### src/rtl/memwb_stage_if.sv
// memwb_stage_if: MEM/WB pipeline-register bus.
// The MEM stage drives through the master modport and memwb_stage consumes it
// through the slave modport. With MEMWB_RETIRE_CNT_EN defined, the bus also
// carries retire_count.
interface memwb_stage_if #(
  parameter int unsigned DATA_W  = 8,
  parameter int unsigned RADDR_W = 3,
  parameter int unsigned CNT_W   = 16
) ();

  // MEM-stage side
  logic               valid_in;
  logic               stall;
  logic               flush;
  logic               regwrite_in;
  logic               mem_to_reg_in;
  logic [1:0]         load_size_in;
  logic               load_signed_in;
  logic [DATA_W-1:0]  read_ram_data_in;
  logic [DATA_W-1:0]  alu_result_in;
  logic [RADDR_W-1:0] rd_in;

  // Write-back / forwarding side
  logic               wb_we;
  logic [RADDR_W-1:0] wb_rd;
  logic [DATA_W-1:0]  wb_data;
  logic               wb_valid;

`ifdef MEMWB_RETIRE_CNT_EN
  logic [CNT_W-1:0]   retire_count;
`else
  // Without the counter, CNT_W only keeps the parameter list uniform.
  logic               unused_cnt_w;
  assign unused_cnt_w = ^CNT_W;
`endif

  modport master (
    output valid_in, stall, flush, regwrite_in, mem_to_reg_in,
    output load_size_in, load_signed_in, read_ram_data_in, alu_result_in, rd_in,
    input  wb_we, wb_rd, wb_data, wb_valid
`ifdef MEMWB_RETIRE_CNT_EN
    , input retire_count
`endif
  );

  modport slave (
    input  valid_in, stall, flush, regwrite_in, mem_to_reg_in,
    input  load_size_in, load_signed_in, read_ram_data_in, alu_result_in, rd_in,
    output wb_we, wb_rd, wb_data, wb_valid
`ifdef MEMWB_RETIRE_CNT_EN
    , output retire_count
`endif
  );

endinterface

### src/rtl/memwb_stage.sv
// memwb_stage: MEM/WB pipeline register with stall, flush and valid tracking.
// It also performs load-size and sign extension on the write-back path and
// serves as the registered forwarding tap for the EX-stage bypass.
// Optional feature macro: MEMWB_RETIRE_CNT_EN adds the retire_count counter.
// wb_data and wb_we are decoded only from registered state, so no input
// reaches an output combinationally.
module memwb_stage #(
  parameter int unsigned DATA_W   = 8,
  parameter int unsigned RADDR_W  = 3,
  parameter int unsigned ZERO_REG = 0,
  parameter int unsigned CNT_W    = 16
) (
  input  logic          clk,
  input  logic          rst,
  memwb_stage_if.slave  mw
);

  // Width of a half-word load; on an 8-bit datapath a half is the full word.
  localparam int unsigned HALF_W      = (DATA_W < 16) ? DATA_W : 16;
  localparam logic        SUPPRESS_R0 = (ZERO_REG != 0);

  // Stage registers
  logic               r_valid;
  logic               r_regwrite;
  logic               r_mem_to_reg;
  logic [1:0]         r_load_size;
  logic               r_load_signed;
  logic [DATA_W-1:0]  r_ram;
  logic [DATA_W-1:0]  r_alu;
  logic [RADDR_W-1:0] r_rd;

  // Write-back decode
  logic               w_byte_fill;
  logic               w_half_fill;
  logic [DATA_W-1:0]  w_byte_ext;
  logic [DATA_W-1:0]  w_half_ext;
  logic [DATA_W-1:0]  w_load_data;
  logic [DATA_W-1:0]  w_wb_data;
  logic               w_rd_suppressed;
  logic               w_wb_we;

  // Control fields: flush inserts a bubble, stall holds, otherwise capture.
  always_ff @(posedge clk or posedge rst) begin
    if (rst) begin
      r_valid       <= 1'b0;
      r_regwrite    <= 1'b0;
      r_mem_to_reg  <= 1'b0;
      r_load_size   <= 2'd0;
      r_load_signed <= 1'b0;
      r_rd          <= '0;
    end else if (mw.flush) begin
      r_valid       <= 1'b0;
      r_regwrite    <= 1'b0;
      r_mem_to_reg  <= mw.mem_to_reg_in;
      r_load_size   <= mw.load_size_in;
      r_load_signed <= mw.load_signed_in;
      r_rd          <= mw.rd_in;
    end else if (!mw.stall) begin
      r_valid       <= mw.valid_in;
      r_regwrite    <= mw.regwrite_in;
      r_mem_to_reg  <= mw.mem_to_reg_in;
      r_load_size   <= mw.load_size_in;
      r_load_signed <= mw.load_signed_in;
      r_rd          <= mw.rd_in;
    end
  end

  // Data fields: captured on flush too, since a bubble's data is never used.
  always_ff @(posedge clk or posedge rst) begin
    if (rst) begin
      r_ram <= '0;
      r_alu <= '0;
    end else if (mw.flush || !mw.stall) begin
      r_ram <= mw.read_ram_data_in;
      r_alu <= mw.alu_result_in;
    end
  end

  // Fill bit for a narrow load: its MSB when signed, otherwise zero.
  assign w_byte_fill = r_load_signed & r_ram[7];
  assign w_half_fill = r_load_signed & r_ram[HALF_W-1];

  // Extend the byte and half fields of the registered load data to DATA_W.
  always_comb begin
    w_byte_ext = '0;
    w_half_ext = '0;
    for (int unsigned i = 0; i < DATA_W; i++) begin
      w_byte_ext[i] = (i < 8)      ? r_ram[i] : w_byte_fill;
      w_half_ext[i] = (i < HALF_W) ? r_ram[i] : w_half_fill;
    end
  end

  // Select the load view from the registered size field.
  always_comb begin
    w_load_data = r_ram;
    case (r_load_size)
      2'd0:    w_load_data = w_byte_ext;
      2'd1:    w_load_data = w_half_ext;
      default: w_load_data = r_ram;
    endcase
  end

  // Write-back source: load data or ALU result.
  always_comb begin
    w_wb_data = r_alu;
    if (r_mem_to_reg) begin
      w_wb_data = w_load_data;
    end
  end

  // Write enable, with optional suppression of writes to register 0.
  assign w_rd_suppressed = SUPPRESS_R0 && (r_rd == '0);
  assign w_wb_we         = r_valid & r_regwrite & ~w_rd_suppressed;

  assign mw.wb_valid = r_valid;
  assign mw.wb_rd    = r_rd;
  assign mw.wb_data  = w_wb_data;
  assign mw.wb_we    = w_wb_we;

`ifdef MEMWB_RETIRE_CNT_EN
  logic [CNT_W-1:0] r_retire_cnt;

  // Count each instruction once, on the edge where it leaves the stage.
  always_ff @(posedge clk or posedge rst) begin
    if (rst) begin
      r_retire_cnt <= '0;
    end else if (r_valid && !mw.stall) begin
      r_retire_cnt <= r_retire_cnt + CNT_W'(1);
    end
  end

  assign mw.retire_count = r_retire_cnt;
`else
  // Without the counter, CNT_W only keeps the parameter list uniform.
  logic w_unused_cnt_w;
  assign w_unused_cnt_w = ^CNT_W;
`endif

endmodule

### src/flat_wrapper.sv
// flat-port wrapper written by rule: the top's interface ports become plain ports
module memwb_stage_flat 
#(
  parameter int unsigned DATA_W   = 8,
  parameter int unsigned RADDR_W  = 3,
  parameter int unsigned ZERO_REG = 0,
  parameter int unsigned CNT_W    = 16
)
  (clk, rst, mw_valid_in, mw_stall, mw_flush, mw_regwrite_in, mw_mem_to_reg_in, mw_load_size_in, mw_load_signed_in, mw_read_ram_data_in, mw_alu_result_in, mw_rd_in, mw_wb_we, mw_wb_rd, mw_wb_data, mw_wb_valid);
  memwb_stage_if #(.DATA_W(DATA_W), .RADDR_W(RADDR_W), .CNT_W(CNT_W)) mw_i ();
  input  logic clk;
  input  logic rst;
  input wire logic [$bits(mw_i.valid_in)-1:0] mw_valid_in;
  input wire logic [$bits(mw_i.stall)-1:0] mw_stall;
  input wire logic [$bits(mw_i.flush)-1:0] mw_flush;
  input wire logic [$bits(mw_i.regwrite_in)-1:0] mw_regwrite_in;
  input wire logic [$bits(mw_i.mem_to_reg_in)-1:0] mw_mem_to_reg_in;
  input wire logic [$bits(mw_i.load_size_in)-1:0] mw_load_size_in;
  input wire logic [$bits(mw_i.load_signed_in)-1:0] mw_load_signed_in;
  input wire logic [$bits(mw_i.read_ram_data_in)-1:0] mw_read_ram_data_in;
  input wire logic [$bits(mw_i.alu_result_in)-1:0] mw_alu_result_in;
  input wire logic [$bits(mw_i.rd_in)-1:0] mw_rd_in;
  output wire logic [$bits(mw_i.wb_we)-1:0] mw_wb_we;
  output wire logic [$bits(mw_i.wb_rd)-1:0] mw_wb_rd;
  output wire logic [$bits(mw_i.wb_data)-1:0] mw_wb_data;
  output wire logic [$bits(mw_i.wb_valid)-1:0] mw_wb_valid;
  assign mw_i.valid_in = mw_valid_in;
  assign mw_i.stall = mw_stall;
  assign mw_i.flush = mw_flush;
  assign mw_i.regwrite_in = mw_regwrite_in;
  assign mw_i.mem_to_reg_in = mw_mem_to_reg_in;
  assign mw_i.load_size_in = mw_load_size_in;
  assign mw_i.load_signed_in = mw_load_signed_in;
  assign mw_i.read_ram_data_in = mw_read_ram_data_in;
  assign mw_i.alu_result_in = mw_alu_result_in;
  assign mw_i.rd_in = mw_rd_in;
  assign mw_wb_we = mw_i.wb_we;
  assign mw_wb_rd = mw_i.wb_rd;
  assign mw_wb_data = mw_i.wb_data;
  assign mw_wb_valid = mw_i.wb_valid;
  memwb_stage #(.DATA_W(DATA_W), .RADDR_W(RADDR_W), .ZERO_REG(ZERO_REG), .CNT_W(CNT_W)) u_core (.clk(clk), .rst(rst), .mw(mw_i));
endmodule
### config.mk
export PLATFORM = sky130hd
export DESIGN_NAME = memwb_stage_flat
export DESIGN_NICKNAME = d
export VERILOG_FILES = /design/src/rtl/memwb_stage_if.sv /design/src/rtl/memwb_stage.sv /design/src/flat_wrapper.sv
export SDC_FILE = /design/constraint.sdc
export NUM_CORES = 1
export LEC_CHECK = 0
export BUFFER_PORTS_ARGS = -buffer_cell sky130_fd_sc_hd__buf_4
export CAP_MARGIN = 0
export CORE_MARGIN = 3
export CORE_UTILIZATION = 25
export DETAILED_ROUTE_END_ITERATION = 10
export PLACE_DENSITY = 0.45
export SETUP_SLACK_MARGIN = 0.15
export SYNTH_ARGS = -nofsm -noshare
export SYNTH_HDL_FRONTEND = slang
export SYNTH_SLANG_ARGS = --single-unit
### constraint.sdc
create_clock -name clk -period 1.3 [get_ports clk]
set_input_delay 0.13 -clock clk [delete_from_list [all_inputs] [get_ports clk]]
set_output_delay 0.13 -clock clk [all_outputs]
set_load 0.01 [all_outputs]
==> results.yml <==
cells_and_area:
  layout_cells_sized_above_1_pct: 72.4
  mostFrequentLayoutCells: "buf_4, mux2_4, dfrtp_1, buf_6, clkbuf_8"
  layoutNonFillerInstCount: 153
  diodes: 0
  syn_to_final_growth_pct: 49.7
  layout.cells.most_common: "buf_4"
  final_nets: 135
  layout.filler_cells: 373
  fin_util_pct: 40.0
die:
  floorplan.core_area_um2: 3800
  floorplan.die_area_um2: 4860
  placementRows: 22
  pin_count: 42
  initial_core_util_pct: 26.7
  die_y_um: 69.7
  dieWidth_um: 69.7
synth:
  synth.yosys.warnings: 0
  postSynthCellCount: 60
  syn_nets: 89
  synthDistinctLibCells: 10
  netlist.area_leader.share_pct: 54.3
  seq_area_frac_synth_pct: 54.3
  yosys_register_bits: 22
  syn_area_um2: 1010
  netlist_top_cells_area: "dfrtp_1, mux2_4, mux2_2, buf_6, mux2i_1"
  postSynthAreaPerCell_um2: 16.9
  synth_top_cell_by_area: "dfrtp_1"
critical_path:
  timing.critical_path.cells: "buf_6 > mux2_4 > buf_6"
  cp.arrival_ps: 1230
  crit_top_cell: "buf_6"
  critPathCaptureType: "output pin"
  crit-reg2reg-launch: "u_core.r_mem_to_reg"
  timing.setup.critical_path_class: "flip-flop to output pin"
  cp.required_ps: 1170
  worstPathBufferInverterCount: 2
  timing.reg2reg.worst_path_depth: 2
  critPathTopFamily: "flip-flops"
  cp_max_fo: 5
  setup.worst_path.start_class: "flip-flop"
  crit_path_start: "u_core.r_mem_to_reg"
  timing.critical_path.depth: 3
  worst_path_largest_cell_delay_ps: 400
  slowest_stage: "dfrtp_1"
run_status:
  result_of_the_run: "finished with violations"
  violations_in_the_final_reports: "setup timing"
power:
  power.net_switching_w: 0.000375
  sw_frac_of_total_pct: 20.9
  p_per_area_nw_per_um2: 1180
  power.sequential.fraction_pct: 43.1
  cellInternalPower_w: 0.00142
  comb_power_share_pct: 21.8
  static-leakage-power_nw: 0.790
  vdd_ir_drop_max_v: 0.000531
  clock_power_share_pct: 35.1
clocking:
  postCtsSetupBuffers: 0
  cts.clk_slew.worst_paths_ps: 80
  clockBufferDepth: 2
  tritoncts_clock_tree: "yes"
  root_buffer_selected_by_cts: "clkbuf_8"
  cts-htree-levels: 1
  insertion_delay_ps: 260
  tritoncts.num_buffers: 3
  clock_sink_count: 22
timing:
  final-hold-violation-count: 0
  hold_ws_ps: 29.8
  final.min_clock_period_ps: 1360
  tightest_slew_ps: 288
  timing.final.crit_share_pct: 104
  timing.fmax_mhz: 737
  rsz0062_at_grt: "yes"
  finalMaxSlewViolations: 0
  final.setup_skew_ps: 0
  finalSetupViolations: 8
  slew_headroom_pct: 80.8
  finalWorstSetupSlack_ps: -56.1
detailed_routing:
  num_vias: 623
  dr.first_iter.drc_count: 18
  drt_drc_violations_left: 0
  drt_pass1_iterations: 3
  via_per_inst: 4.07
  postRouteAntennaNets: 0
  detailed_route_wire_length_mm: 2.01
  wire_per_inst_um: 13.1
global_routing:
  first_global_vias: 727
  grt_start_max_net_pins: 23
  antenna_found_initial: 0
  groute.usage.overall_pct: 8.69
  grt_first_pass_wirelength_mm: 3.39
  gr-total-overflow: 0
place:
  dp_cells: 148
  buffer_ports.inserted: 38
  total_half_perimeter_wirelength_after_legalization_and_detailed_placement_mm: 1.44
  gp_congestion: 0.653
run:
  max_cap_violations: 0
hold_path:
  min_path_cells: 2
  holdCritStartpoint: "mw_flush"
  min-delay-path-class: "input pin to flip-flop"
[cell usage after synthesis]
library cell  instances
dfrtp_1              22
mux2_4               20
nand2b_2              1
and2_1                1
inv_1                 1
nor2_1                2
buf_2                 1
mux2i_1               2
mux2_2                8
buf_6                 2
[logic make-up after synthesis]
kind of cell  share of synthesized area (%)
buf+inv                                3.08
flops                                  54.3
simple gates                           2.22
mux                                    40.4
[power by group through the flow]
stage / combinational [W] / clock, W / sequential, W
3_3_place_gp: 0.000343 / 0 / 0.000780
6_report: 0.000391 / 0.000629 / 0.000772
5_1_grt: 0.000422 / 0.000677 / 0.000780
4_1_cts: 0.000400 / 0.000650 / 0.000772
3_5_place_dp: 0.000345 / 0 / 0.000781
2_1_floorplan: 0.000189 / 0 / 0.000778
[timing repair]
action,in CTS,in global routing
setup endpoints to repair,8,8
resized for setup,18,0
endpoints found under the hold margin,22,0
cloned,0,0
hold buffers,1,0
[per-stage QoR]
stage / instance area [µm²] / power [W] / setup TNS [ps] / setup slack [ps]
final: 1520 / 0.00179 / -378 / -56.1
after global routing: 1520 / 0.00188 / -725 / -103
after CTS: 1520 / 0.00182 / -488 / -72.7
after detailed placement: 1370 / 0.00113 / 0 / 203
after global placement: 1370 / 0.00112 / 0 / 213
after floorplan: 1010 / 0.000967 / 0 / 322
[metal layers]
metal,global-route usage [%],part of all wire (%),vias up
met2,14.1,44,23
met3,3.04,6.6,2
met4,1.91,0.85,0
met5,0,0,-
li1,-,-,295
met1,11.2,49,303
[area by class of cell]
class / count / area (µm²) / share of cell area, %
tap: 48 / 60.1 / 3.95
timing repair buffer: 44 / 370 / 24.4
clock buffer: 3 / 41.3 / 2.72
multi-input combinational: 34 / 463 / 30.5
inverter: 1 / 3.75 / 0.247
clock inverter: 1 / 30.0 / 1.98
sequential: 22 / 551 / 36.2
[worst paths after layout]
path | end | slack, ps
setup reg to reg | u_core.r_mem_to_reg | 380
min in group asynchronous | u_core.r_ram[7] | 470
max in group asynchronous | u_core.r_ram[2] | 610
hold reg to reg | u_core.r_ram[4] | 510
hold / removal | u_core.mw.wb_valid | 30
setup / recovery | mw_wb_data[5] | -60
[worst reg2reg max path: cells and delay by family, from the launching register on]
family / cells / cell delay [ps]
buffers and inverters: 1 / 140
DFF: 1 / 400
muxes: 1 / 260
Power figures use the tool's default switching activity.
